$ cat src/rtl/wam_pkg.sv
// wam_pkg -- shared constants for the wam_scan seven-segment scanner.
//
// Contents:
//   CODE_BLANK   digit code that lights no segment
//   CODE_HIGH_O  digit code for the raised "o" glyph
//   CODE_ZERO    digit code that leading-zero blanking looks for
//   SEG_OFF      active-low segment pattern with every segment dark
//   SEG7_TAB     glyph table indexed by the 4-bit digit code; bit 6 is
//                segment a, bit 0 is segment g, all active-low
//   ld_state_t   states of the load handshake FSM in wam_scan
package wam_pkg;

   localparam logic [3:0] CODE_BLANK  = 4'hA;
   localparam logic [3:0] CODE_HIGH_O = 4'hB;
   localparam logic [3:0] CODE_ZERO   = 4'h0;

   localparam logic [6:0] SEG_OFF = 7'b1111111;

   // Entry order is 15 down to 0 so that SEG7_TAB[code] selects the glyph.
   localparam logic [15:0][6:0] SEG7_TAB = {
      7'b0111000,  // F
      7'b0110000,  // E
      7'b1000010,  // D
      7'b0110001,  // C
      7'b0011100,  // B  high o
      7'b1111111,  // A  blank
      7'b0000100,  // 9
      7'b0000000,  // 8
      7'b0001111,  // 7
      7'b0100000,  // 6
      7'b0100100,  // 5
      7'b1001100,  // 4
      7'b0000110,  // 3
      7'b0010010,  // 2
      7'b1001111,  // 1
      7'b0000001   // 0
   };

   // LD_IDLE: ld_ready high, nothing waiting.
   // LD_PEND: a load sits in the pending register until the next frame boundary.
   typedef enum logic {
      LD_IDLE = 1'b0,
      LD_PEND = 1'b1
   } ld_state_t;

endpackage

$ cat src/rtl/wam_seg7.sv
// wam_seg7 -- combinational digit-code to seven-segment decoder.
//
// Ports:
//   code  4-bit digit code (0-9 decimal, A blank, B high o, C-F letters)
//   a2g   active-low segments, a2g[6] = a ... a2g[0] = g
module wam_seg7
   import wam_pkg::*;
(
   input  logic [3:0] code,
   output logic [6:0] a2g
);

   assign a2g = SEG7_TAB[code];

endmodule

$ cat src/rtl/wam_scan.sv
// wam_scan -- multiplexed seven-segment display scanner with a load handshake.
//
// The scanner steps through NDIG digits, one digit slot every DIV clocks.
// Displayed codes come from a shadow register that only changes at a frame
// boundary, so a frame never shows a mix of old and new digits. New data is
// taken through a valid/ready handshake into a pending register first.
//
// Handshake: a load is accepted on a rising edge where ld_valid && ld_ready.
// ld_ready is low from the cycle after an accept until the cycle after the
// frame boundary that moves pending into shadow. ld_data may change freely
// while ld_ready is low.
//
// Build option: define WAM_SCAN_BLINK_EN to enable per-digit blinking driven
// by a frame counter; without it the blink port is ignored.
//
// Parameters:
//   NDIG        digit count, 2..8
//   DIV         clocks per digit slot, >= 1
//   BLINK_LOG2  blink phase toggles every 2^BLINK_LOG2 frames
// Ports:
//   clk_16      clock, rising edge
//   rst         asynchronous active-high reset
//   ld_data     digit codes, digit i in [4i+3:4i]
//   ld_valid    load request
//   ld_ready    load can be accepted
//   lzb         leading-zero blanking enable
//   blink       per-digit blink mask
//   an          active-low one-hot digit select (registered)
//   a2g         active-low segments a..g (registered)
//   frame_done  one-cycle pulse after each completed frame
module wam_scan
   import wam_pkg::*;
#(
   parameter int NDIG       = 4,
   parameter int DIV        = 1,
   parameter int BLINK_LOG2 = 4
) (
   input  logic              clk_16,
   input  logic              rst,
   input  logic [4*NDIG-1:0] ld_data,
   input  logic              ld_valid,
   output logic              ld_ready,
   input  logic              lzb,
   input  logic [NDIG-1:0]   blink,
   output logic [NDIG-1:0]   an,
   output logic [6:0]        a2g,
   output logic              frame_done
);

   localparam int IW = (NDIG > 1) ? $clog2(NDIG) : 1;
   localparam int PW = (DIV > 1) ? $clog2(DIV) : 1;
   localparam logic [IW-1:0] IDX_LAST = IW'(NDIG - 1);
   localparam logic [PW-1:0] PRE_LAST = PW'(DIV - 1);
   localparam logic [4*NDIG-1:0] ALL_BLANK = {NDIG{CODE_BLANK}};

   // ------------------------------------------------------------------
   // Slot timing
   // ------------------------------------------------------------------
   logic [PW-1:0] pre;
   logic [IW-1:0] idx;
   logic          tick;
   logic          boundary;

   assign tick     = (pre == PRE_LAST);
   assign boundary = tick && (idx == IDX_LAST);

   always_ff @(posedge clk_16 or posedge rst) begin
      if (rst) begin
         pre <= '0;
      end else if (tick) begin
         pre <= '0;
      end else begin
         pre <= pre + PW'(1);
      end
   end

   always_ff @(posedge clk_16 or posedge rst) begin
      if (rst) begin
         idx <= '0;
      end else if (tick) begin
         idx <= (idx == IDX_LAST) ? '0 : idx + IW'(1);
      end
   end

   // ------------------------------------------------------------------
   // Load handshake FSM
   // ------------------------------------------------------------------
   ld_state_t         ld_state;
   ld_state_t         ld_state_nxt;
   logic              pend_load;
   logic              shadow_load;
   logic [4*NDIG-1:0] pending;
   logic [4*NDIG-1:0] shadow;

   always_ff @(posedge clk_16 or posedge rst) begin
      if (rst) begin
         ld_state <= LD_IDLE;
      end else begin
         ld_state <= ld_state_nxt;
      end
   end

   // An accept in the boundary cycle lands in LD_PEND and therefore waits for
   // the following boundary: shadow_load only fires from LD_PEND.
   always_comb begin
      ld_state_nxt = ld_state;
      pend_load    = 1'b0;
      shadow_load  = 1'b0;
      case (ld_state)
         LD_IDLE: begin
            if (ld_valid) begin
               pend_load    = 1'b1;
               ld_state_nxt = LD_PEND;
            end
         end
         LD_PEND: begin
            if (boundary) begin
               shadow_load  = 1'b1;
               ld_state_nxt = LD_IDLE;
            end
         end
         default: ld_state_nxt = LD_IDLE;
      endcase
   end

   assign ld_ready = (ld_state == LD_IDLE);

   always_ff @(posedge clk_16 or posedge rst) begin
      if (rst) begin
         pending <= ALL_BLANK;
      end else if (pend_load) begin
         pending <= ld_data;
      end
   end

   always_ff @(posedge clk_16 or posedge rst) begin
      if (rst) begin
         shadow <= ALL_BLANK;
      end else if (shadow_load) begin
         shadow <= pending;
      end
   end

   // ------------------------------------------------------------------
   // Blanking
   // ------------------------------------------------------------------
   // A digit is a leading zero only if it is zero and every digit above it
   // was also blanked as a zero; an A (blank) code breaks the chain.
   logic [NDIG-1:0] lz_blank;
   logic            lz_run;

   always_comb begin
      lz_blank = '0;
      lz_run   = lzb;
      for (int i = NDIG - 1; i >= 1; i--) begin
         lz_run      = lz_run && (shadow[4*i +: 4] == CODE_ZERO);
         lz_blank[i] = lz_run;
      end
   end

   logic [NDIG-1:0] blink_off;

`ifdef WAM_SCAN_BLINK_EN
   // The MSB of this counter is the blink phase.
   logic [BLINK_LOG2:0] frame_cnt;

   always_ff @(posedge clk_16 or posedge rst) begin
      if (rst) begin
         frame_cnt <= '0;
      end else if (boundary) begin
         frame_cnt <= frame_cnt + (BLINK_LOG2 + 1)'(1);
      end
   end

   assign blink_off = blink & {NDIG{frame_cnt[BLINK_LOG2]}};
`else
   logic unused_blink;

   assign unused_blink = ^blink;
   assign blink_off    = '0;
`endif

   // ------------------------------------------------------------------
   // Digit select and decode
   // ------------------------------------------------------------------
   logic [3:0]      cur_code;
   logic            cur_off;
   logic [3:0]      disp_code;
   logic [6:0]      seg_nxt;
   logic [NDIG-1:0] an_nxt;

   always_comb begin
      cur_code = CODE_BLANK;
      cur_off  = 1'b0;
      an_nxt   = '1;
      for (int i = 0; i < NDIG; i++) begin
         if (idx == IW'(i)) begin
            cur_code  = shadow[4*i +: 4];
            cur_off   = lz_blank[i] | blink_off[i];
            an_nxt[i] = 1'b0;
         end
      end
   end

   assign disp_code = cur_off ? CODE_BLANK : cur_code;

   wam_seg7 u_seg7 (
      .code (disp_code),
      .a2g  (seg_nxt)
   );

   // Outputs trail idx by one cycle; frame_done follows the boundary tick.
   always_ff @(posedge clk_16 or posedge rst) begin
      if (rst) begin
         an         <= '1;
         a2g        <= SEG_OFF;
         frame_done <= 1'b0;
      end else begin
         an         <= an_nxt;
         a2g        <= seg_nxt;
         frame_done <= boundary;
      end
   end

endmodule

$ cat config.mk
export PLATFORM = sky130hd
export DESIGN_NAME = wam_scan
export DESIGN_NICKNAME = d
export VERILOG_FILES = /design/src/rtl/wam_pkg.sv /design/src/rtl/wam_seg7.sv /design/src/rtl/wam_scan.sv
export SDC_FILE = /design/constraint.sdc
export NUM_CORES = 1
export LEC_CHECK = 0
export CAP_MARGIN = 20
export CELL_PAD_IN_SITES_DETAIL_PLACEMENT = 2
export CELL_PAD_IN_SITES_GLOBAL_PLACEMENT = 2
export CORE_MARGIN = 2
export CORE_UTILIZATION = 38
export CTS_BUF_LIST = sky130_fd_sc_hd__clkbuf_16
export DETAILED_ROUTE_END_ITERATION = 12
export GPL_ROUTABILITY_DRIVEN = 1
export PLACE_DENSITY = 0.81
export SYNTH_ARGS = -nofsm -noshare
export SYNTH_HDL_FRONTEND = slang
export SYNTH_SLANG_ARGS = --single-unit
$ cat constraint.sdc
create_clock -name clk_16 -period 3.85 [get_ports clk_16]
set_input_delay 0.77 -clock clk_16 [delete_from_list [all_inputs] [get_ports clk_16]]
set_output_delay 0.77 -clock clk_16 [all_outputs]
set_load 0.02 [all_outputs]
# Word-level counts from Yosys, hierarchy flattened

Memory sizes are Yosys's and may differ from the RTL's. A register that Yosys moved wholly into a read port is not among the register bits.
Cells that the tools add are included.

Register bits: 41
ROM bits: 112
Input port bits: 24
Output and inout port bits: 13
Logic and storage cells: 43
Memories: 1

Add/sub/neg operators: 2
Equal/unequal tests: 3
Multiplexer cells: 20
Bitwise logic cells: 2
Reductions and logical operators: 8

Memory list:

| name            | words | width | rd ports | clocked after memory_dff | write ports | line           | source |
|---|---|---|---|---|---|---|---|
| (no name shown) | 16    | 7     | 1        | 1                        | 0           | wam_seg7.sv:13 | `assign a2g = SEG7_TAB[code];` |

Operators by type and width:

| cell                                                                  | number |
|---|---|
| 4-bit two-way mux                                                     | 5 |
| 1-bit two-way mux                                                     | 13 |
| 4-bit zero test                                                       | 3 |
| 2-bit equality test, second input constant                            | 2 |
| 1-bit logical AND                                                     | 4 |
| 2-bit by 1-bit adder with 2-bit output, second input constant         | 1 |
| 2-bit by 1-bit equality test with 1-bit output, second input constant | 1 |
| 2-bit zero test                                                       | 1 |
| 2-bit two-way mux                                                     | 1 |
| 1-bit NOT                                                             | 2 |
| 1-bit one-hot mux with 2 select lines                                 | 1 |
| 1-bit adder, second input constant                                    | 1 |

# Longest topological paths before layout

Gate-level depths: netlist of run 1.

Depth in word-level cells: 8
Gate-level depth with buffers: 11

# Cells and area by module

From an unflattened synthesis of run 1, not the netlist that was laid out.

Cell total of the unflattened synthesis: 155
Area, all modules: 2139.6 um^2

By module, submodules not included:

| module   | times used | cells an instance | area an instance (um^2) | sequential area each (um^2) |
|---|---|---|---|---|
| wam_scan | 1          | 126               | 1846.8                  | 1209.9 |
| wam_seg7 | 1          | 29                | 292.8                   | 0.0 |

# Worst setup path after synthesis of run 1

Ideal clock, no wire load.

Path type: input -> register
From: input port lzb
To: register a2g[2]
Setup time: 77 ps
Arrival: 2353 ps
Data required time: 3773 ps
Slack: 1420 ps
Stages on the path: 8
Buffers on the path: 0
Cell sequence: nand2b_1 nor4_2 nor3b_2 o32ai_1 inv_1 ha_1 mux2_2 o22ai_1

Cells in the longest elaborated chain, start to end: 7

Ends and longest elaborated chain:

| item                           | line            | source |
|---|---|---|
| from (decl)                    | wam_scan.sv:43  | `input logic lzb,` |
| 1-bit logical AND *            | wam_scan.sv:156 | `lz_run = lz_run && (shadow[4*i +: 4] == CODE_ZERO);` |
| 1-bit logical AND (2 in a row) | wam_scan.sv:156 |  |
| 1-bit two-way mux (2 in a row) | wam_scan.sv:197 | `if (idx == IW'(i)) begin` |
| 1-bit two-way mux *            | wam_scan.sv:197 |  |
| 4-bit two-way mux *            | wam_scan.sv:205 | `assign disp_code = cur_off ? CODE_BLANK : cur_code;` |
| to (decl)                      | wam_scan.sv:46  | `output logic [6:0] a2g,` |

Mark *: on every way between the ends. The rest lies on a longest branch, timed or not.
A chain may end at the register's enable or synchronous reset.

# Worst setup path in the final report of run 1

From: register idx[1]
To: register a2g[3]

Cells in the longest elaborated chain, start to end: 6
Elaborated cells on any way between the ends: 12
Classes of those cells: eq/ne: 3; mux: 8; reduce/logical: 1

Ends and longest elaborated chain:

| item                           | line            | source |
|---|---|---|
| from (decl)                    | wam_scan.sv:60  | `logic [IW-1:0] idx;` |
| from (signal assigned)         | wam_scan.sv:81  | `idx <= (idx == IDX_LAST) ? '0 : idx + IW'(1);` |
| 2-bit zero test                | wam_scan.sv:197 |  |
| 4-bit two-way mux (4 in a row) | wam_scan.sv:197 |  |
| 4-bit two-way mux *            | wam_scan.sv:205 |  |

Marked as above.

==> impl_metrics.csv, run 1 <==
group,metric,value,unit
grt,grt_first_pass_wirelength,8004,um
worst_setup_path,critical_path.max_fanout,8,
timing,setup_ws,0.8536,ns
placement,dpl_worst_slack,0.5377,ns
drt,ant_nets,0,
layout,layout.nets,233,
power,power_frac_clock,25.4,%
worst_setup_path,worstPathArrival,3.17,ns
power,ir_drop,0.2213,mV
drt,wl,4706,um
drt,remaining_drc_errors,0,
synth,ys_warn_count,0,
synth,syn-num-nets,198,
timing,maxSlewHeadroom,28.54,%
placement,dp_hpwl,3473,um
power,powerDensity,620.5,nW/um^2
worst_setup_path,required,4.02,ns
clocking,clk_path_buf_depth,2,
timing,fin_crit_sh,77.83,%
timing,hold_viol_final,0,
timing,setup_viol,0,
clocking,cts.hold.buffers_added,0,
floorplanning,start_util,39.58,%
worst_hold_path,whs_endpoint,"pending[4]",
worst_setup_path,critPathKind,"reg2reg",
power,p_seq_share,44.7,%
power,intPower,1.176,mW
floorplanning,num_io_pins,37,
worst_setup_path,reg2reg_to,"a2g[3]",
drt,drt-wirelength-per-cell,17.37,um
drt,drt-pass1-iter-count,4,
power,pwr-share-comb,29.9,%
worst_setup_path,critPathBufInv,2,
synth,ys_async_sr_fraction,100.0,%
floorplanning,die_area,6358,um^2
drt,via_count,1370,
placement,gp_congestion,0.8204,
clocking,htreeDepth,2,
worst_setup_path,cpPeakStageDelay,0.73,ns
synth,synth_xor_area_share,0.4018,%
placement,place_area,2567,um^2
grt,antenna_found_initial,0,
worst_setup_path,cp_top_family,"compound AO/OA/AOI/OAI gates",
timing,fin_setup_tns,0,ns
power,power.total,1.685,mW
worst_setup_path,startpoint_type,"register",
floorplanning,die_h,79.74,um
floorplanning,rows,27,
clocking,cts_tree,"built",
synth,avgSynthCellArea,13.37,um^2
clocking,clockRootBuffer,"clkbuf_16",
clocking,cts_setup_buffers,0,
clocking,clk_latency,0.29,ns
timing,post-route-min-period,2.996,ns
synth,synthCells,163,
worst_setup_path,reg2regPathDepth,10,
grt,grt_pass1_vias,1610,
floorplanning,fp.dieW,79.74,um
worst_hold_path,hold_depth,1,
timing,max_freq,333.7,MHz
synth,synth_cell_types,33,
synth,ys_seq_area_share,55.51,%
layout,design_area,2715,um^2
clocking,ctsResizeCount,0,
layout,area_delta_synth_final,24.57,%
timing,skew,0.006955,ns
grt,grt_usage,17.22,%
grt,grt_max_degree,33,
clocking,numCtsBuffers,5,
run_status,outcome,"complete, no violations",
synth,ys.flop_type,"dfstp_2",
layout,final_layout_size_suffix_gt1_share,37.69,%
worst_hold_path,hold_start,"pending[4]",
synth,ys_ff_latch,47,
power,cellLeakagePower,1.120,nW
worst_hold_path,hold_class,"reg2reg",
clocking,path_clk_slew,0.07,ns
drt,via_per_inst,5.055,
worst_setup_path,critPathSlowestCell,"o32ai_1",
power,swShare,30.22,%
synth,synth_edf_count,0,
layout,antenna_cells,0,
synth,synth_mux_area_share,20.72,%
synth,synth-adder-area-share,6.315,%
grt,overflow,0,
worst_setup_path,end_kind,"register",
timing,worst_pin_slew,1.072,ns
synth,synthSimpleGateAreaFrac,6.315,%
synth,synth_area,2180,um^2
drt,top_layer,"met4",
job,maxCapViolCount,0,
drt,dr_wl_met3,164,um
worst_setup_path,reg2reg_slack,0.85,ns
placement,io_buffers,32,
drt,wl_met1,1951,um
floorplanning,core_area,5507,um^2
drt,drt_iter0_markers,35,
timing,report.final.slew_viol_count,0,
worst_setup_path,path_cells,"inv_1 -> ha_1 -> nor2b_1 -> a21oi_1 -> nor3b_2 -> o32ai_1 -> inv_1 -> ha_1 -> o21ai_0 -> mux2i_1",
synth,synth_top_family_by_area,"multiplexers",
worst_setup_path,r2r-start,"idx[1]",
clocking,cts.sinks,47,
drt,dr_wl_met2,2514,um
timing,grt_setup_unrepaired,"false",
timing,holdWs,0.5090,ns
synth,synth_compound_area_share,7.118,%
power,p_switching,0.5091,mW
[stage by stage]
stage          instances  utilization, %
2_1_floorplan        163               -
3_3_place_gp         263           46.63
3_5_place_dp         263           46.63
4_1_cts              271           49.31
5_1_grt              271           49.31
6_report             271           49.31
[worst register-to-register path: stages, from the launching register on]
cell and delay, ns:
dfrtp_1 0.39, inv_1 0.08, ha_1 0.28, nor2b_1 0.20
a21oi_1 0.18, nor3b_2 0.08, o32ai_1 0.73, inv_1 0.31
ha_1 0.31, o21ai_0 0.22, mux2i_1 0.12
[metal layers]
| metal | track usage (%) | vias up |
|---|---|---|
| met5 | 0 | - |
| met4 | 7.119 | 0 |
| li1 | - | 636 |
| met2 | 30.34 | 30 |
| met3 | 4.072 | 7 |
| met1 | 20.07 | 697 |
[cells in the final DEF, fill, tap and decap left out, types with 2 or more instances in the layout]
cell / netlist / layout
a21oi_1: 5 / 5
buf_4: 0 / 2
clkbuf_16: 0 / 5
clkdlybuf4s50_1: 0 / 32
dfrtp_1: 20 / 20
dfstp_2: 27 / 27
ha_1: 11 / 11
inv_1: 11 / 10
mux2_2: 33 / 33
mux2i_1: 8 / 8
nand2_1: 9 / 9
nand2b_1: 3 / 3
nor2_1: 3 / 3
nor2b_1: 2 / 2
nor3_1: 2 / 2
o21ai_0: 2 / 2
o22ai_1: 3 / 3
o31ai_1: 2 / 2
[power groups by stage]
stage | clock [mW] | sequential, mW | combinational [mW]
4_1_cts | 0.439 | 0.757 | 0.512
5_1_grt | 0.462 | 0.775 | 0.548
3_5_place_dp | 0 | 0.762 | 0.501
2_1_floorplan | 0 | 0.783 | 0.301
6_report | 0.428 | 0.753 | 0.504
3_3_place_gp | 0 | 0.751 | 0.467
[state kept, by name (all words and copies together) (netlist names)]
name        count
a2g             7
an              4
frame_done      1
idx             2
ld_state        1
pending        16
shadow         16
[layout make-up]
class / instances / area, um^2
Inverter: 11 / 41.29
Multi-Input combinational cell: 99 / 890.9
Tap cell: 72 / 90.09
Clock inverter: 3 / 22.52
Fill cell: 551 / 2791
Timing Repair Buffer: 34 / 335.3
Clock buffer: 5 / 125.1
Sequential cell: 47 / 1210
[worst max-delay path by stage]
stage	startpoint	endpoint	cells after the start
finish	idx[1]	a2g[3]	10
global route	idx[1]	a2g[2]	10
floorplan	lzb	a2g[2]	8
CTS	idx[1]	a2g[3]	10
global placement	lzb	a2g[2]	9
detailed placement	lzb	a2g[2]	9
[cells in the mapped netlist, drive strengths merged, types with 3 or more instances]
library cell	n	area share, %
mux2	33	17
dfstp	27	33
dfrtp	20	23
ha	11	6.3
inv	11	1.9
nand2	9	1.5
mux2i	8	3.7
a21oi	5	1.1
clkbuf	4	0.69
nand2b	3	0.86
nor2	3	0.52
o22ai	3	0.86
[cells by family (layout without fill, tap and decap cells)]
logic type / after synthesis / after routing
AOI/OAI and AO/OA: 22 / 22
adders and majority gates: 11 / 11
buffers and inverters: 17 / 53
xor gates and xnor gates: 1 / 1
and+or+nand+nor: 24 / 24
DFF: 47 / 47
muxes: 41 / 41
No activity file was read; power rests on OpenSTA's default activity.
==> run 2, diff against run 1 <==
--- a/config.mk
+++ b/config.mk
@@ -9,11 +9,11 @@
 export CELL_PAD_IN_SITES_DETAIL_PLACEMENT = 2
 export CELL_PAD_IN_SITES_GLOBAL_PLACEMENT = 2
 export CORE_MARGIN = 2
-export CORE_UTILIZATION = 38
+export CORE_UTILIZATION = 36
 export CTS_BUF_LIST = sky130_fd_sc_hd__clkbuf_16
 export DETAILED_ROUTE_END_ITERATION = 12
 export GPL_ROUTABILITY_DRIVEN = 1
-export PLACE_DENSITY = 0.81
+export PLACE_DENSITY = 0.77
 export SYNTH_ARGS = -nofsm -noshare
 export SYNTH_HDL_FRONTEND = slang
 export SYNTH_SLANG_ARGS = --single-unit
==> constraint.sdc (replaced) <==
create_clock -name clk_16 -period 2.8 [get_ports clk_16]
set_input_delay 0.56 -clock clk_16 [delete_from_list [all_inputs] [get_ports clk_16]]
set_output_delay 0.56 -clock clk_16 [all_outputs]
set_load 0.02 [all_outputs]
==> run 2 against run 1 <==
Clock skew decreased by 0.0040 ns; non-clock buffer count up 3; core utilization is 2.7 points lower; global-route usage shrank 0.34 points; via count increased by 2.0%; worst hold slack is essentially flat; fmax grew 17%; combinational power is 41% higher; cell area rose by 1.1%; critical endpoint is now a2g[6]; sequential share of layout area shrank 0.49 points; register-to-register slack got worse by 0.62 ns.
==> impl_metrics.csv, run 2 (synthesis results as in run 1) <==
group,metric,value,unit
worst_setup_path,critical_path.max_fanout,8,
power,swShare,29.64,%
clocking,htreeDepth,2,
power,cellLeakagePower,1.139,nW
floorplanning,fp.dieW,81.81,um
drt,drt-pass1-iter-count,3,
clocking,cts_tree,"built",
placement,io_buffers,32,
worst_setup_path,r2r-start,"idx[1]",
drt,via_count,1398,
placement,dp.cells,269,
grt,grt_first_pass_wirelength,8438,um
worst_setup_path,critPathCapture,"a2g[6]",
timing,maxSlewHeadroom,54.83,%
worst_setup_path,critPathSlowestCell,"or3_2",
clocking,cts.hold.buffers_added,0,
timing,hold_viol_final,0,
clocking,cts.sinks,47,
worst_setup_path,required,3.00,ns
layout,final_layout_size_suffix_gt1_share,39.11,%
placement,dpl_worst_slack,0.08447,ns
worst_setup_path,end_kind,"register",
floorplanning,core_area,5886,um^2
timing,fin_crit_sh,91.71,%
timing,max_freq,389.4,MHz
grt,grt_usage,16.88,%
timing,skew,0.002958,ns
floorplanning,die_area,6693,um^2
drt,wl,4986,um
grt,grt_max_degree,48,
clocking,clk_path_buf_depth,2,
worst_setup_path,crit_start,"idx[1]",
worst_setup_path,reg2reg_slack,0.23,ns
layout,layout.nets,236,
timing,grt_setup_unrepaired,"false",
floorplanning,rows,28,
worst_setup_path,reg2regPathDepth,9,
timing,setup_viol,0,
worst_setup_path,path_cells,"inv_1 -> ha_2 -> nor2b_1 -> a21oi_1 -> nor3b_2 -> o32ai_2 -> ha_1 -> or3_2 -> o221a_1",
clocking,clockRootBuffer,"clkbuf_16",
floorplanning,start_util,37.03,%
power,intPower,1.620,mW
drt,remaining_drc_errors,0,
worst_setup_path,startpoint_type,"register",
timing,fin_setup_tns,0,ns
grt,grt_pass1_vias,1639,
drt,ant_nets,0,
run_status,outcome,"complete, no violations",
timing,worst_pin_slew,0.6760,ns
layout,reg_top3,"pending x16, shadow x16, a2g x7",
layout,instances_no_fill,277,
grt,overflow,0,
clocking,path_clk_slew,0.06,ns
worst_setup_path,cp_top_family,"simple AND/OR/NAND/NOR gates",
worst_setup_path,critPathBufInv,1,
power,power.total,2.302,mW
power,power_frac_clock,24.3,%
job,maxCapViolCount,0,
worst_setup_path,worstPathArrival,2.77,ns
power,p_switching,0.6825,mW
timing,report.final.slew_viol_count,0,
worst_setup_path,critPathKind,"reg2reg",
power,pwr-share-comb,30.9,%
placement,dp_hpwl,3614,um
layout,mostFrequentLayoutCell,"mux2_2",
timing,holdWs,0.5091,ns
floorplanning,die_h,81.81,um
drt,via_per_inst,5.047,
worst_setup_path,reg2reg_to,"a2g[6]",
placement,gp_congestion,0.7957,
power,powerDensity,838.7,nW/um^2
layout,mostFrequentLayoutCells,"mux2_2, clkdlybuf4s50_1, dfstp_2, dfrtp_1, inv_1",
clocking,numCtsBuffers,5,
power,p_seq_share,44.8,%
grt,antenna_found_initial,0,
power,ir_drop,0.3242,mV
drt,drt-wirelength-per-cell,18.00,um
layout,seq_area,1210,um^2
layout,antenna_cells,0,
clocking,cts_setup_buffers,0,
worst_setup_path,cpPeakStageDelay,0.49,ns
floorplanning,num_io_pins,37,
drt,drt_iter0_markers,50,
layout,fill_cells,573,
worst_setup_path,cp_num_cells,9,
clocking,clk_latency,0.28,ns
worst_hold_path,hold_class,"reg2reg",
timing,post-route-min-period,2.568,ns
timing,setup_ws,0.2322,ns
layout,multi_input_area,904.6,um^2
layout,area_delta_synth_final,25.95,%
## run 2: cell count changes in the layout (fill, tap and decap cells not counted), sizes merged
cell / before / now
clkinv: 3 / 2
buf: 2 / 5
inv: 11 / 12
## run 2: routing by layer
metal | global-route usage (%) | vias to the layer above | wire, um
met5 | 0 | - | 0
met3 | 3.736 | 9 | 160
li1 | - | 642 | -
met2 | 30.49 | 29 | 2693
met1 | 19.89 | 718 | 2057
met4 | 5.167 | 0 | 74
## run 2: what timing repair did
action                     in CTS  in global routing
gates resized for setup         0                  3
hold endpoints to repair        0                  0
setup endpoints to repair       0                  5
## run 2: area by class of cell
type,count,area share (%)
flip-flops and latches,47,44.07
clock buffers,5,4.558
multi-input cells,99,32.95
inverters,11,1.504
clock inverters,3,0.4558
well taps,75,3.418
repair buffers,37,13.04
## run 2: per-stage QoR
step           util [%]  instance area (um^2)
2_1_floorplan         -                  2180
3_3_place_gp      44.07                  2594
3_5_place_dp      44.07                  2594
4_1_cts           46.41                  2731
5_1_grt           46.64                  2745
6_report          46.64                  2745
## run 2: worst register-to-register path, delay by kind of cell, from the launching register on
kind / cells / cell delay, ns
AND/OR/NAND/NOR: 3 / 1.01
adder cells (fa/ha/maj): 2 / 0.52
AO/OA/AOI/OAI: 3 / 0.44
flip-flops: 1 / 0.41
buffers and inverters: 1 / 0.11
## run 2: how the worst min path moves through the flow
stage / start / cells after the start / slack, ns / endpoint
finish: idx[0] / 1 / 0.51 / idx[0]
global route: pending[14] / 1 / 0.54 / pending[14]
CTS: idx[0] / 1 / 0.51 / idx[0]
detailed placement: idx[0] / 1 / 0.50 / idx[0]
global placement: idx[0] / 1 / 0.48 / idx[0]
floorplan: idx[0] / 1 / 0.46 / idx[0]
## run 2: power by group through the flow
stage / Sequential [mW] / Clock [mW] / Combinational, mW
final: 1.03 / 0.559 / 0.712
after global routing: 1.06 / 0.606 / 0.788
after CTS: 1.04 / 0.579 / 0.722
after detailed placement: 1.05 / 0 / 0.715
after global placement: 1.03 / 0 / 0.659
after floorplan: 1.08 / 0 / 0.415
==> run 3, diff against run 2 <==
--- a/config.mk
+++ b/config.mk
@@ -5,7 +5,7 @@
 export SDC_FILE = /design/constraint.sdc
 export NUM_CORES = 1
 export LEC_CHECK = 0
-export CAP_MARGIN = 20
+export CAP_MARGIN = 10
 export CELL_PAD_IN_SITES_DETAIL_PLACEMENT = 2
 export CELL_PAD_IN_SITES_GLOBAL_PLACEMENT = 2
 export CORE_MARGIN = 2
==> results of run 3 <==
Same layout as run 2: the final DEF is identical, and so are final timing and power.
